$ cat config.mk
export PLATFORM = sky130hd
export DESIGN_NAME = voltage_stats_block
export DESIGN_NICKNAME = d
export VERILOG_FILES = /design/src/rtl/voltage_stats_block.sv
export SDC_FILE = /design/constraint.sdc
export NUM_CORES = 1
export LEC_CHECK = 0
export CAP_MARGIN = 20
export CORE_ASPECT_RATIO = 0.7
export CORE_UTILIZATION = 45
export CTS_BUF_LIST = sky130_fd_sc_hd__clkbuf_16
export CTS_CLUSTER_DIAMETER = 50
export DETAILED_ROUTE_END_ITERATION = 8
export DONT_BUFFER_PORTS = 1
export PLACE_DENSITY_LB_ADDON = 0.08
export SYNTH_ARGS = -nofsm -noshare
export SYNTH_HDL_FRONTEND = slang
export SYNTH_SLANG_ARGS = --single-unit
$ cat constraint.sdc
create_clock -name CLK -period 7.5 [get_ports CLK]
set_input_delay 1.5 -clock CLK [delete_from_list [all_inputs] [get_ports CLK]]
set_output_delay 1.5 -clock CLK [all_outputs]
set_load 0.01 [all_outputs]
$ cat src/rtl/voltage_stats_block.sv
// voltage_stats_block: windowed max/min/peak-to-peak/sum/sum-of-squares engine with saturation and a registered result strobe.
module voltage_stats_block #(
    parameter int DATA_W  = 12,
    parameter int ACC_W   = 32,
    parameter int CNT_W   = 16,
    parameter int WIN_LEN = 500
) (
    input  logic              CLK,
    input  logic              RST,
    input  logic              EXT_FRAME,
    input  logic              FRAME_END,
    input  logic              SAMPLE_VALID,
    input  logic [DATA_W-1:0] DATA_IN,
    output logic [DATA_W-1:0] MAX_VOL,
    output logic [DATA_W-1:0] MIN_VOL,
    output logic [DATA_W-1:0] PK_PK,
    output logic [ACC_W-1:0]  SUM,
    output logic [ACC_W-1:0]  SUM_SQ,
    output logic [CNT_W-1:0]  SAMPLE_CNT,
    output logic              OVF,
    output logic              STATS_VALID
);
    localparam logic [CNT_W-1:0] WIN = CNT_W'(WIN_LEN);
    logic [DATA_W-1:0]   max_q, max_d, min_q, min_d;
    logic [ACC_W-1:0]    sum_q, sum_d, sq_q, sq_d;
    logic [CNT_W-1:0]    cnt_q, cnt_d;
    logic                ovf_q, ovf_d, close, empty;
    logic [ACC_W:0]      sum_x, sq_x;
    logic [2*DATA_W-1:0] prod;
    // A zero count marks an empty window; running max/min rest at 0 so an empty close publishes zeros.
    always_comb begin
        prod  = {{DATA_W{1'b0}}, DATA_IN} * {{DATA_W{1'b0}}, DATA_IN};
        empty = cnt_q == '0;
        sum_x = {1'b0, sum_q} + {{(ACC_W+1-DATA_W){1'b0}}, DATA_IN};
        sq_x  = {1'b0, sq_q} + {{(ACC_W+1-2*DATA_W){1'b0}}, prod};
        max_d = (SAMPLE_VALID && (empty || DATA_IN > max_q)) ? DATA_IN : max_q;
        min_d = (SAMPLE_VALID && (empty || DATA_IN < min_q)) ? DATA_IN : min_q;
        sum_d = !SAMPLE_VALID ? sum_q : sum_x[ACC_W] ? '1 : sum_x[ACC_W-1:0];
        sq_d  = !SAMPLE_VALID ? sq_q : sq_x[ACC_W] ? '1 : sq_x[ACC_W-1:0];
        cnt_d = (SAMPLE_VALID && cnt_q != '1) ? cnt_q + 1'b1 : cnt_q;
        ovf_d = ovf_q | (SAMPLE_VALID & (sum_x[ACC_W] | sq_x[ACC_W] | (&cnt_q)));
        close = EXT_FRAME ? FRAME_END : (SAMPLE_VALID && cnt_d == WIN);
    end
    always_ff @(posedge CLK) begin
        if (RST) begin
            MAX_VOL     <= '0;
            MIN_VOL     <= '1;
            PK_PK       <= '0;
            SUM         <= '0;
            SUM_SQ      <= '0;
            SAMPLE_CNT  <= '0;
            OVF         <= 1'b0;
            STATS_VALID <= 1'b0;
            max_q       <= '0;
            min_q       <= '0;
            sum_q       <= '0;
            sq_q        <= '0;
            cnt_q       <= '0;
            ovf_q       <= 1'b0;
        end else begin
            STATS_VALID <= close;
            if (close) begin
                MAX_VOL    <= max_d;
                MIN_VOL    <= min_d;
                PK_PK      <= max_d - min_d;
                SUM        <= sum_d;
                SUM_SQ     <= sq_d;
                SAMPLE_CNT <= cnt_d;
                OVF        <= ovf_d;
                max_q      <= '0;
                min_q      <= '0;
                sum_q      <= '0;
                sq_q       <= '0;
                cnt_q      <= '0;
                ovf_q      <= 1'b0;
            end else begin
                max_q <= max_d;
                min_q <= min_d;
                sum_q <= sum_d;
                sq_q  <= sq_d;
                cnt_q <= cnt_d;
                ovf_q <= ovf_d;
            end
        end
    end
endmodule

==> flow_metrics.env <==
export IMPL_crit_path_max_fanout=14
export IMPL_p_int_uw=3440
export IMPL_synthSimpleGateAreaFrac_pct=18.5
export IMPL_start_util_pct=46.4
export IMPL_ys_types=71
export IMPL_die_x_um=222
export IMPL_portBuffers=0
export IMPL_hold_class="reg2reg"
export IMPL_critPathArrivalTime_ps=7200
export IMPL_synth_xor_xnor_area_share_pct=3.38
export IMPL_cts_made_buffers=28
export IMPL_cts_hold_fix_buffers=0
export IMPL_yosysSeqAreaShare_pct=29.4
export IMPL_totalWireLength_um=40300
export IMPL_required_ps=7910
export IMPL_dp_cells=2132
export IMPL_multiInputGateArea_mm2=0.00950
export IMPL_final_hold_violation_count=0
export IMPL_synth_area_mux_share_pct=3.07
export IMPL_clk_pin_slew_ps=60
export IMPL_drtIter0Drc=736
export IMPL_fin_crit_ps=6790
export IMPL_postSynthAreaPerCell_um2=8.54
export IMPL_cts_sinks=223
export IMPL_rows=55
export IMPL_dieArea_mm2=0.0345
export IMPL_nets=1967
export IMPL_routed_via_density=5.50
export IMPL_gp_congestion=0.867
export IMPL_p_clk_share_pct=23.7
export IMPL_fin_crit_sh_pct=90.5
export IMPL_holdWs_ps=453
export IMPL_core_area_mm2=0.0328
export IMPL_synth_enable_flop_cells=0
export IMPL_setup_viol=0
export IMPL_drive_gt1_share_pct=4.44
export IMPL_dpl_hpwl_um=29100
export IMPL_cp_start_kind="primary input"
export IMPL_synth_compound_area_share_pct=14.8
export IMPL_cts_root_buf="clkbuf_16"
export IMPL_post_cts_resized=0
export IMPL_max_freq_mhz=147
export IMPL_tritoncts="yes"
export IMPL_power_density_mw_per_mm2=365
export IMPL_synthArstFlopShare_pct=0
export IMPL_drv_slew=0
export IMPL_grt_pass1_wl_um=64700
export IMPL_path_class="in2reg"
export IMPL_ys_seq_elements=223
export IMPL_synth_top_family_by_area="adder cells"
export IMPL_end_kind="flip-flop"
export IMPL_avgRoutedWirePerCell_um=18.5
export IMPL_outcome="finished, final reports clean"
export IMPL_syn_inst=1779
export IMPL_timing_max_cap_violations=0
export IMPL_cts_htree_levels=1
export IMPL_finalClockSkew_ps=17.8
export IMPL_fillCellCount=3219
export IMPL_grt_max_degree=156
export IMPL_peakVddDrop_mv=0.250
export IMPL_relSlewSlack_pct=44.5
export IMPL_pin_count=135
export IMPL_r2r_slack_ps=2040
export IMPL_diodes=0
export IMPL_synthFlopType="dfxtp_1"
export IMPL_first_pass_iters=5
export IMPL_syn2layout_area_growth_pct=8.37
export IMPL_drc_errors=0
export IMPL_final_area_mm2=0.0165
export IMPL_clk_path_buf_depth=3
export IMPL_synthAdderAreaFrac_pct=22.8
export IMPL_p_comb_share_pct=52.7
export IMPL_worstMarginPinSlew_ps=812
export IMPL_rr_worst_depth=17
export IMPL_synth_cell_area_mm2=0.0152
export IMPL_drtAntennaViolNets=0
export IMPL_p_seq_share_pct=23.6
export IMPL_total_power_uw=6010
export IMPL_seqCellArea_mm2=0.00446
export IMPL_post_dp_cell_area_mm2=0.0155
export IMPL_synth_fp_nets=2010
export IMPL_swShare_pct=42.7
export IMPL_instances_no_fill=2185
export IMPL_finalSetupTns_ps=0
export IMPL_antenna_found_initial=0
export IMPL_globalRoute_totalOverflow=0
export IMPL_clock_latency_ps=560
export IMPL_rsz0062_at_grt="false"
export IMPL_post_cts_repair_setup_buffers=0
export IMPL_synth_warnings=0
export IMPL_grt_util_all_layers_pct=23.6
export IMPL_die_h_um=156
export IMPL_hold_depth=2
export IMPL_switchingPower_uw=2570
export IMPL_grt_pass1_vias=11500
export IMPL_vias=12000
export IMPL_leakagePower_uw=0.00728
## per-stage QoR
stage                     util (%)  setup WS, ps
after global placement        47.2           255
after floorplan                  -           636
after global routing          50.2           369
after detailed placement      47.2          73.3
final                         50.2           715
after CTS                     50.2           662
## kinds of logic after synthesis
logic type,Yosys count
XOR/XNOR,57
adder cells (fa/ha/maj),214
flip-flops,223
AO/OA/AOI/OAI,344
multiplexers,46
buffers and inverters,311
AND/OR/NAND/NOR,584
## cells in the mapped netlist (28+ instances only)
cell type / count / area [um^2]
a211oi_1: 38 / 285
nand3_1: 28 / 140
a31oi_1: 32 / 200
a21oi_1: 113 / 566
fa_1: 104 / 2080
inv_1: 222 / 833
nand2_1: 132 / 495
clkbuf_1: 55 / 206
ha_1: 110 / 1380
mux2i_1: 45 / 450
nor2_1: 210 / 788
dfxtp_1: 223 / 4460
and2_1: 62 / 388
o21ai_0: 37 / 185
xor2_1: 30 / 263
## final cells by class
class | instances | share of cell area, %
clock inverter | 23 | 1.54
sequential | 223 | 27.1
inverter | 222 | 5.06
clock buffer | 29 | 4.41
tap | 427 | 3.25
multi-input combinational | 1245 | 57.7
timing repair buffer | 16 | 0.882
## power groups by stage
stage	clock network [uW]	registers, uW	logic [uW]
after floorplan	0	1410	2430
after global placement	0	1450	3120
after detailed placement	0	1450	3140
after CTS	1450	1420	3160
after global routing	1500	1430	3610
final	1420	1420	3160
## sequential cells by signal, summed over array words and instances, names as in the netlist, 16 cells and up
name        flops
SUM_SQ         32
SAMPLE_CNT     16
SUM            32
sum_q          32
sq_q           32
cnt_q          16
## placed cells by master, fill, tap and decap left out, drive strengths merged, types with 16 or more instances in the layout
cell type,synthesis,final
clkbuf,55,29
nor3,25,25
nand4,16,16
xnor2,26,26
nor2,210,210
nand2,132,132
a21o,19,19
o211ai,16,16
a31oi,32,32
inv,222,227
a21oi,113,113
ha,110,110
nand3,28,28
fa,104,104
and3,23,23
o21ai,40,40
buf,34,16
or2,17,17
mux2i,45,45
xor2,30,30
and2,68,68
dfxtp,223,223
a211oi,38,38
## path summary, 6_finish.rpt
kind	start	to
worst min-delay path	ovf_q	ovf_q
worst min register to register	ovf_q	ovf_q
worst max register to register	sq_q[7]	SUM_SQ[18]
worst max-delay path	DATA_IN[1]	SUM_SQ[18]
## worst max-delay path, cell delays in order
cell and delay [ps]:
inv_1 140, nor2_1 120, fa_1 540, inv_1 50, fa_1 490, inv_1 50, fa_1 490, inv_1 50
fa_1 460, fa_1 550, inv_1 40, ha_1 240, or3_1 360, o221ai_1 410, o211ai_1 300, o211a_1 320
o211ai_1 360, nand2_1 330, o22ai_1 270, o22ai_1 120
## layer usage
layer / wire, um / up-vias / GRT usage, %
li1: - / 5892 / -
met1: 20000 / 5798 / 34.4
met2: 17400 / 270 / 36.5
met3: 2180 / 52 / 4.20
met4: 721 / 0 / 4.76
met5: 0 / - / 0
Note: power is estimated with default switching activity, not from simulation.
